## src/rtl/btn_debounce_if.sv

```systemverilog
// Signal bundle between a raw button source and the debouncer.
// The source drives i_btn; the debouncer returns the clean level and edge pulses.
interface btn_debounce_if;
  logic i_btn;
  logic o_level;
  logic o_rise;
  logic o_fall;

  modport master (output i_btn, input o_level, o_rise, o_fall);
  modport slave  (input i_btn, output o_level, o_rise, o_fall);
endinterface

```

## src/rtl/btn_debounce.sv

```systemverilog
// Button debouncer: 2-FF synchroniser, 4-state debounce FSM, registered level/edge outputs.
// A change is accepted only after the synchronised input has held it for DEBOUNCE_CYCLES+1 edges.
module btn_debounce #(
  parameter int DEBOUNCE_CYCLES = 500000,
  parameter int CNT_WIDTH       = 20
) (
  input  logic       i_clk,
  input  logic       i_rst,
  btn_debounce_if.slave bus
);

  typedef enum logic [1:0] {
    ST_LOW   = 2'd0,
    ST_WAITH = 2'd1,
    ST_HIGH  = 2'd2,
    ST_WAITL = 2'd3
  } state_t;

  localparam logic [CNT_WIDTH-1:0] CNT_DONE = CNT_WIDTH'(DEBOUNCE_CYCLES);
  localparam logic [CNT_WIDTH-1:0] CNT_ONE  = CNT_WIDTH'(1);

  logic                 s1, s2;
  state_t               state_q, state_d;
  logic [CNT_WIDTH-1:0] cnt_q, cnt_d;
  logic                 level_q, level_d;
  logic                 rise_q, rise_d;
  logic                 fall_q, fall_d;

  // NOTE: clocked state uses non-blocking assignments so every flop samples
  // pre-edge values; blocking here would collapse s1/s2 into a single stage.
  always_ff @(posedge i_clk or posedge i_rst) begin
    if (i_rst) begin
      s1 <= 1'b0;
      s2 <= 1'b0;
    end else begin
      s1 <= bus.i_btn;
      s2 <= s1;
    end
  end

  always_ff @(posedge i_clk or posedge i_rst) begin
    if (i_rst) begin
      state_q <= ST_LOW;
      cnt_q   <= '0;
      level_q <= 1'b0;
      rise_q  <= 1'b0;
      fall_q  <= 1'b0;
    end else begin
      state_q <= state_d;
      cnt_q   <= cnt_d;
      level_q <= level_d;
      rise_q  <= rise_d;
      fall_q  <= fall_d;
    end
  end

  // NOTE: every signal written here gets a default first, so no path through
  // the case can leave one unassigned and infer a latch.
  always_comb begin
    state_d = state_q;
    cnt_d   = '0;
    level_d = level_q;
    rise_d  = 1'b0;
    fall_d  = 1'b0;

    unique case (state_q)
      ST_LOW: begin
        level_d = 1'b0;
        if (s2) begin
          state_d = ST_WAITH;
          cnt_d   = CNT_ONE;
        end
      end

      ST_WAITH: begin
        if (!s2) begin
          state_d = ST_LOW;
        end else if (cnt_q == CNT_DONE) begin
          state_d = ST_HIGH;
          level_d = 1'b1;
          rise_d  = 1'b1;
        end else begin
          cnt_d = cnt_q + CNT_ONE;
        end
      end

      ST_HIGH: begin
        level_d = 1'b1;
        if (!s2) begin
          state_d = ST_WAITL;
          cnt_d   = CNT_ONE;
        end
      end

      ST_WAITL: begin
        if (s2) begin
          state_d = ST_HIGH;
        end else if (cnt_q == CNT_DONE) begin
          state_d = ST_LOW;
          level_d = 1'b0;
          fall_d  = 1'b1;
        end else begin
          cnt_d = cnt_q + CNT_ONE;
        end
      end

      default: begin
        state_d = ST_LOW;
        level_d = 1'b0;
      end
    endcase
  end

  assign bus.o_level = level_q;
  assign bus.o_rise  = rise_q;
  assign bus.o_fall  = fall_q;

endmodule

```

## src/flat_wrapper.sv

```systemverilog
// flat-port wrapper written by rule: the top's interface ports become plain ports
module btn_debounce_flat 
#(
  parameter int DEBOUNCE_CYCLES = 500000,
  parameter int CNT_WIDTH       = 20
)
  (i_clk, i_rst, bus_i_btn, bus_o_level, bus_o_rise, bus_o_fall);
  btn_debounce_if bus_i ();
  input  logic i_clk;
  input  logic i_rst;
  input wire logic [$bits(bus_i.i_btn)-1:0] bus_i_btn;
  output wire logic [$bits(bus_i.o_level)-1:0] bus_o_level;
  output wire logic [$bits(bus_i.o_rise)-1:0] bus_o_rise;
  output wire logic [$bits(bus_i.o_fall)-1:0] bus_o_fall;
  assign bus_i.i_btn = bus_i_btn;
  assign bus_o_level = bus_i.o_level;
  assign bus_o_rise = bus_i.o_rise;
  assign bus_o_fall = bus_i.o_fall;
  btn_debounce #(.DEBOUNCE_CYCLES(DEBOUNCE_CYCLES), .CNT_WIDTH(CNT_WIDTH)) u_core (.i_clk(i_clk), .i_rst(i_rst), .bus(bus_i));
endmodule
```

## config.mk

```make
export PLATFORM = sky130hd
export DESIGN_NAME = btn_debounce_flat
export DESIGN_NICKNAME = d
export VERILOG_FILES = /design/src/rtl/btn_debounce_if.sv /design/src/rtl/btn_debounce.sv /design/src/flat_wrapper.sv
export SDC_FILE = /design/constraint.sdc
export NUM_CORES = 1
export LEC_CHECK = 0
export ABC_AREA = 1
export CAP_MARGIN = 15
export CORE_ASPECT_RATIO = 1.4
export CORE_MARGIN = 1.5
export CORE_UTILIZATION = 60
export CTS_CLUSTER_DIAMETER = 50
export DETAILED_ROUTE_END_ITERATION = 10
export PLACE_DENSITY = 0.79
export SYNTH_ARGS = -nofsm -noshare
export SYNTH_HDL_FRONTEND = slang
export SYNTH_SLANG_ARGS = --single-unit
```

## constraint.sdc

```tcl
create_clock -name i_clk -period 2.4 [get_ports i_clk]
set_clock_uncertainty 0.05 [all_clocks]
set_input_delay 0.6 -clock i_clk [delete_from_list [all_inputs] [get_ports i_clk]]
set_output_delay 0.6 -clock i_clk [all_outputs]
set_load 0.005 [all_outputs]
```

# After elaboration in Yosys (flattened, before gate mapping)
# Index checks and enable logic that the tools add are counted.
# word_totals
ff_bits	27
out_inout_bits	3
# classes
add_sub_neg	1
n_eq_ne	12
muxes	23
n_reduce_logical	3
# ops
operator	count
$pmux 20 s4	1
$mux 20	3
$add 20x1->20 const B	1
$eq 20x19->1 const B	1
$mux 2	6
$mux 1	11
$ne 2x1->1 const B	4
$pmux 2 s4	1
$reduce_and 4->1	2
$eq 2x2->1 const B	2
$ne 2x2->1 const B	2
$pmux 1 s4	1
$ne 3x1->1 const B	1
$ne 3x3->1 const B	1
$eq 2x1->1 const B	1
$logic_not 2->1	1

# Longest topological paths before layout
# Gate-level depths: netlist of the first run.
# logic_depth
ltp_word	4
mapped_depth	11
mapped_depth_nobuf	11

# Worst setup path after synthesis of the first run
# OpenSTA, ideal clock, no wires.
# synth_path
path_kind	register to register
startpoint	register u_core.cnt_q[0]
endpoint	register u_core.cnt_q[12]
t_arrival_ps	1288
path_slack_ps	944
stages_incl_launch_ff	11
path_buffers	1
cell_sequence	dfrtp_1 -> inv_1 -> ha_1 -> nand2_1 -> clkinv_1 -> nand2_1 -> nor2_1 -> nand3_2 -> nand3_4 -> buf_6 -> nor2_1
# synth_between
elab_chain_len	4
elab_cells_between_ends	6
# synth_rtl
element	line	source
start, declared	btn_debounce.sv:24	logic [CNT_WIDTH-1:0] cnt_q, cnt_d;
start signal, assigned	btn_debounce.sv:50	cnt_q <= cnt_d;
$add 20x1->20 or $eq 20x19->1 (tied branches)	n/a	
$mux 20 *	btn_debounce.sv:78, btn_debounce.sv:98	
$mux 20 (on tied branches)	btn_debounce.sv:96, btn_debounce.sv:76	
$pmux 20 s4 *	btn_debounce.sv:66	unique case (state_q)
named net u_core.cnt_d[12]	btn_debounce.sv:24	
# Mark *: on every way through the listed nets, which the timed path passes. The rest lies on a longest branch.
# A chain may end at the register's enable or synchronous reset.

# Final worst setup path of the first run
# layout_path
startpoint	register u_core.level_q (netlist: u_core.bus.o_level)
endpoint	output port bus_o_level
# layout_rtl
element	line	source
start, declared	btn_debounce.sv:25	logic level_q, level_d;
start signal, assigned	btn_debounce.sv:51	level_q <= level_d;
end, declared	flat_wrapper.sv:12	output wire logic [$bits(bus_i.o_level)-1:0] bus_o_level;
# No word-level cell between the ends.

==> results of run 1 <==
-- Yosys cell counts (all sizes together) --
| master | number |
|---|---|
| nand3b | 1 |
| inv | 27 |
| clkinv | 1 |
| dfrtp | 27 |
| nor3 | 7 |
| nor4 | 1 |
| xnor2 | 1 |
| nor3b | 4 |
| o21ai | 6 |
| ha | 7 |
| nand3 | 14 |
| a31oi | 3 |
| a21oi | 4 |
| nor2 | 42 |
| nand4 | 5 |
| buf | 2 |
| xor2 | 5 |
| nand2 | 44 |
-- placed cells by master, fill, tap and decap left out --
| master | instances |
|---|---|
| a21oi_1 | 4 |
| a31oi_1 | 3 |
| buf_4 | 1 |
| clkbuf_1 | 1 |
| clkbuf_4 | 3 |
| clkdlybuf4s50_1 | 5 |
| clkinv_1 | 1 |
| dfrtp_1 | 27 |
| ha_1 | 7 |
| inv_1 | 25 |
| inv_2 | 2 |
| nand2_1 | 41 |
| nand2_2 | 3 |
| nand3_1 | 11 |
| nand3_2 | 2 |
| nand3_4 | 1 |
| nand3b_1 | 1 |
| nand4_1 | 5 |
| nor2_1 | 33 |
| nor2_2 | 6 |
| nor2_4 | 3 |
| nor3_1 | 7 |
| nor3b_1 | 3 |
| nor3b_2 | 1 |
| nor4_1 | 1 |
| o21ai_0 | 4 |
| o21ai_1 | 2 |
| xnor2_1 | 1 |
| xor2_1 | 5 |
-- per-layer routing --
layer | vias up | track usage [%]
met4 | 0 | 11.79
met5 | - | 0
met1 | 579 | 26.63
met3 | 7 | 1.977
li1 | 647 | -
met2 | 25 | 40.45
-- where the power goes --
group | internal, mW | switching [mW]
registers | 0.494 | 0.0375
clock network | 0.0652 | 0.125
logic | 0.123 | 0.196
-- area by class of cell --
class	count	area, sq um	area share (%)
Multi-Input combinational cell	144	784.5	46.38
Sequential cell	27	675.6	39.94
Inverter	28	105.1	6.213
Timing Repair Buffer	6	57.56	3.402
Tap cell	34	42.54	2.515
Clock buffer	4	26.28	1.553
-- logic make-up after synthesis --
logic type | share of synthesized area [%]
compound gates | 4.352
xor+xnor | 3.323
buf+inv | 7.674
simple gates | 36.39
flops | 42.72
fa+ha+maj | 5.538
-- registers in the layout, indices dropped and copies added (netlist names), named ones only --
| signal | flops |
|---|---|
| u_core.bus.o_fall | 1 |
| u_core.bus.o_rise | 1 |
| u_core.s1 | 1 |
| u_core.s2 | 1 |
| u_core.cnt_q | 20 |
| u_core.state_q | 1 |
| u_core.bus.o_level | 1 |
-- stage by stage --
stage	hold slack, ns	utilization (%)
2_1_floorplan	0.2812	-
3_3_place_gp	0.2951	68.15
3_5_place_dp	0.2978	68.15
4_1_cts	0.3288	69.23
5_1_grt	0.3336	69.23
6_report	0.3292	69.23
-- worst min path at each step --
| stage | end | slack (ns) | cells after the start |
|---|---|---|---|
| floorplan | u_core.s2$_DFF_PP0_ | 0.28 | 0 |
| global placement | u_core.s2$_DFF_PP0_ | 0.30 | 0 |
| detailed placement | u_core.s2$_DFF_PP0_ | 0.30 | 0 |
| CTS | u_core.s2$_DFF_PP0_ | 0.33 | 0 |
| global route | u_core.s2$_DFF_PP0_ | 0.33 | 0 |
| finish | u_core.s2$_DFF_PP0_ | 0.33 | 0 |
==> metrics, run 1 <==
setup ws final=0.5627 ns; CP max FO=2; CTS Hold Bufs=0; Detail Route Antenna Nets=0; Final Cycle Share=76.55%; min-delay src=u_core.s1$_DFF_PP0_; headroom to the max-slew limit=78.00%; share of the synthesized area in the top cell type=42.72%; H-tree Lvls=1; warnings from Yosys=0; # IOs=6; Max-Cap Viols=0; Starting Density=64.72%; RSZ-0062 raised after global routing=false; CP endpoint=bus_o_level; first-pass GRT wire length=5.078 mm; register area share after synthesis=42.72%; CTS tree=yes; Nets=220; CP peak stage delay=0.50 ns; cell count after synthesis=around 200; Congestion Overflow GR=0; Starting DRT DRC Count=35; Yosys top cell by area=dfrtp_1; diode count=0; DR WL met2=1.590 mm; final slew viol count=0; row cnt=21; static leakage power=0.6953 nW; overall power=1.040 mW; DIE AREA=~0.0030 sq mm; total wire length=2.895 mm; outcome=finished clean; filler cell count=208; Final min period=approximately 1.8 ns; final setup TNS=0 ns; Worst Tran Pin Value=0.3300 ns; GPL Wtd Cong=0.8772; P per Cell Area=roughly 610 mW/mm^2; RR Endpoint=u_core.cnt_q[19]$_DFF_PP0_; core area=0.002444 sq mm; Final setup viols=0; largest net degree at the start of global routing=28; initial antenna violation count=0; peak supply drop=roughly 500 uV; IO Port Bufs=5; synthesis-to-finish area growth=6.962%; post-CTS setup buffers=0; WP data arrival=1.19 ns; WL met3=slightly below 70 microns; crit path max-delay cell type=clkdlybuf4s50_1; design area=0.001692 sq mm; WL/cell=~12 microns; r2r setup slk=~0.74 ns; Seq cells post-synth=27; TritonCTS Sinks=27; largest cells by area after synthesis=dfrtp_1 (43%), nand2_1 (9.7%), nor2_1 (7.8%); Setup CP Type=flop to output port; wire length on met1=1.168 mm; final hold vios=0; Setup crit start=u_core.bus.o_level$_DFFE_PP0P_; fin cells=roughly 240; Clock transition at path regs=around 0.13 ns; cell count along the critical path=1; CTS buffer count=3; Crit path max-delay family=buffers and inverters; # resized after CTS=0; R2R Path Start=u_core.cnt_q[0]$_DFF_PP0_; WP buf/inv=1; Mapped Nets=211; uppermost routed layer=met4; Fmax=544.3 MHz; number of global-route vias before repair=1,275; Die Wd=46.39 microns; CTS root buffer=clkbuf_4; Die H=63.75 microns; Total GRT Usage=23.21%; clk buf depth=2; vias per cell=~5.2; Worst Hold Class=flop to flop; CP Cell Sequence=clkdlybuf4s50_1; DR pass1 iterations=4; placed cell count=between 200 and 250; Cell variety after synth=27; placed cell areas=0.001665 sq mm; Vias=approximately 1,300; # DRC=0; nature of the critical path endpoint=output port; Syn Area/Cell=7.868 sq um; R2R depth=11; worst skew pair latency=approximately 0.32 ns; Startpoint Class=flop; pre-CTS setup slack=about 0.74 ns; critical path required time=1.75 ns; Mapped Area=0.001582 sq mm; share of cells above drive strength 1=10.53%; HPWL after detailed placement=around 2.2 mm
(Power assumes the default switching activity.)
==> run 2, diff against run 1 <==
--- a/config.mk
+++ b/config.mk
@@ -9,10 +9,10 @@
 export CAP_MARGIN = 15
 export CORE_ASPECT_RATIO = 1.4
 export CORE_MARGIN = 1.5
-export CORE_UTILIZATION = 60
+export CORE_UTILIZATION = 59
 export CTS_CLUSTER_DIAMETER = 50
 export DETAILED_ROUTE_END_ITERATION = 10
-export PLACE_DENSITY = 0.79
+export PLACE_DENSITY = 0.78
 export SYNTH_ARGS = -nofsm -noshare
 export SYNTH_HDL_FRONTEND = slang
 export SYNTH_SLANG_ARGS = --single-unit
==> constraint.sdc (replaced) <==
create_clock -name i_clk -period 1.9 [get_ports i_clk]
set_clock_uncertainty 0.05 [all_clocks]
set_input_delay 0.475 -clock i_clk [delete_from_list [all_inputs] [get_ports i_clk]]
set_output_delay 0.475 -clock i_clk [all_outputs]
set_load 0.005 [all_outputs]
==> run 2 against run 1 <==
  * Design area rose by 0.67%
  * Largest cell class unchanged
  * Sequential power grew 27%
  * Cell count grew 1.2%
  * Core utilization decreased by 3.4 points
  * Setup slack got worse by 0.39 ns
  * Register-to-register slack got worse by 0.54 ns
  * Global-route usage increased by 0.44 points
  * Die area grew 1.6%
  * Critical path depth is the same
==> metrics, run 2 (synthesis gave the netlist of run 1 again) <==
outcome=finished clean; Die H=64.26 microns (+0.81%); P per Cell Area=780.5 mW/mm^2 (+27%); Setup crit start=u_core.bus.o_level$_DFFE_PP0P_; Die Wd=46.76 microns (+0.79%); CP endpoint=bus_o_level; Starting DRT DRC Count=56 (+60%); share of cells above drive strength 1=11.43% (+0.90 points); Fmax=578.2 MHz; DR pass1 iterations=4 (unchanged); wire length on met1=1.324 mm (+13%); Startpoint Class=flop; # resized after CTS=0 (unchanged); HPWL after detailed placement=2.447 mm (+9.2%); final core utilization=65.81% (-3.4 points); first-pass GRT wire length=5.264 mm (+3.7%); DIE AREA=0.003004 sq mm (+1.6%); r2r setup slk=0.20 ns (-0.54 ns); Starting Density=61.12% (-3.6 points); overall power=1.329 mW (+28%); Total GRT Usage=23.65% (+0.44 points); R2R Path Start=u_core.cnt_q[0]$_DFF_PP0_; TritonCTS Sinks=27 (unchanged); # DRC=0 (unchanged); WL met3=101 microns (+49%); Nets=221 (+0.45%); RSZ-0062 raised after global routing=false; Crit path max-delay family=buffers and inverters; Clock transition at path regs=0.15 ns (+0.02 ns); placed cell areas=0.001675 sq mm (+0.60%); uppermost routed layer=met4; CP peak stage delay=0.50 ns (about the same); diode count=0 (unchanged); final hold vios=0 (unchanged); CTS tree=yes; total wire length=3.088 mm (+6.7%); CTS Hold Bufs=0 (unchanged); nature of the critical path endpoint=output port; DR WL met2=1.611 mm (+1.3%); most frequent cells in the layout=nand2_1 (41), nor2_1 (33), dfrtp_1 (27); WP buf/inv=1 (unchanged); Setup CP Type=flop to output port; static leakage power=0.7028 nW (+1.1%); peak supply drop=484.5 uV (-4.0%); max reg flops=20 (unchanged); IO Port Bufs=5 (unchanged); Detail Route Antenna Nets=0 (unchanged); Final setup viols=0 (unchanged); Final Cycle Share=91.03%; min-delay src=u_core.s1$_DFF_PP0_; R2R depth=11 (unchanged); number of global-route vias before repair=1,342 (+5.3%); row cnt=22 (+4.8%); final slew viol count=0 (unchanged); Final min period=about 1.7 ns; clk buf depth=2 (unchanged); Vias=1,322 (+5.1%); initial antenna violation count=0 (unchanged); # IOs=6 (unchanged); final setup TNS=0 ns (unchanged); RR Endpoint=u_core.cnt_q[19]$_DFF_PP0_; CTS buffer count=3 (unchanged); GPL Wtd Cong=0.8849 (+0.88%); core area=0.002587 sq mm (+5.9%); Worst Tran Pin Value=0.2969 ns (-0.03309 ns); synthesis-to-finish area growth=7.674%; WP data arrival=1.20 ns (about the same); Congestion Overflow GR=0 (unchanged); Max-Cap Viols=0 (unchanged); cell count along the critical path=1 (unchanged); largest net degree at the start of global routing=18 (-36%); Worst Hold Class=flop to flop; post-CTS setup buffers=0 (unchanged); CTS root buffer=clkbuf_4; vias per cell=5.374 (+3.8%); commonest non-fill, non-tap cell in the layout=nand2_1; CP Cell Sequence=clkdlybuf4s50_1; critical path required time=1.37 ns (-0.38 ns); headroom to the max-slew limit=80.00% (+2.0 points); most flop-heavy register=u_core.cnt_q; crit path max-delay cell type=clkdlybuf4s50_1; H-tree Lvls=1 (unchanged); WL/cell=12.55 microns (+5.4%); design area=0.001703 sq mm (+0.67%); worst skew pair latency=0.32 ns (about the same); CP max FO=2 (unchanged)
## run 2: report_power, final
part | internal [mW] | leakage [nW] | switching, mW
Combinational | 0.157 | 0.319 | 0.253
Sequential | 0.624 | 0.366 | 0.0510
Clock | 0.0787 | 0.0177 | 0.165
## run 2: worst min path at each step
stage | to | slack, ns | depth (start not counted)
6_report | u_core.s2$_DFF_PP0_ | 0.33 | 0
3_5_place_dp | u_core.s2$_DFF_PP0_ | 0.30 | 0
2_1_floorplan | u_core.s2$_DFF_PP0_ | 0.28 | 0
3_3_place_gp | u_core.s2$_DFF_PP0_ | 0.30 | 0
4_1_cts | u_core.s2$_DFF_PP0_ | 0.33 | 0
5_1_grt | u_core.s2$_DFF_PP0_ | 0.34 | 0
## run 2: through the flow
step                hold slack, ns  worst slack [ns]  instances
floorplan                   0.2812            0.4438        201
global placement            0.2997            0.2993        242
detailed placement          0.2956            0.2302        242
CTS                         0.3278            0.1640        246
global route                0.3397          0.002848        246
finish                      0.3261            0.1704        246
## run 2: layout make-up
class                   instances  area (sq um)
clock inverters                 1         5.005
multi-input cells             144         784.5
inverters                      28         105.1
flip-flops and latches         27         675.6
fillers                       244         884.6
clock buffers                   3         22.52
repair buffers                  7         65.06
well taps                      36         45.04
## run 2: worst register-to-register path: stages (launching register included)
cell,delay (ns)
dfrtp_1,0.43
inv_1,0.07
ha_1,0.16
nand2_1,0.06
clkinv_1,0.05
nand2_1,0.04
nor2_1,0.20
nand3_2,0.16
nand3_4,0.20
inv_2,0.08
nand2_1,0.09
nor2_2,0.03
## run 2: metal layers
layer,vias to the layer above,GRT usage [%]
li1,651,-
met1,633,27.22
met2,32,40.97
met3,6,3.955
met4,0,10.07
met5,-,0
==> run 3, diff against run 2 <==
--- a/config.mk
+++ b/config.mk
@@ -11,6 +11,7 @@
 export CORE_MARGIN = 1.5
 export CORE_UTILIZATION = 59
 export CTS_CLUSTER_DIAMETER = 50
+export CTS_CLUSTER_SIZE = 20
 export DETAILED_ROUTE_END_ITERATION = 10
 export PLACE_DENSITY = 0.78
 export SYNTH_ARGS = -nofsm -noshare
==> results of run 3 <==
Final layout, timing and power as in run 2 (identical DEF).
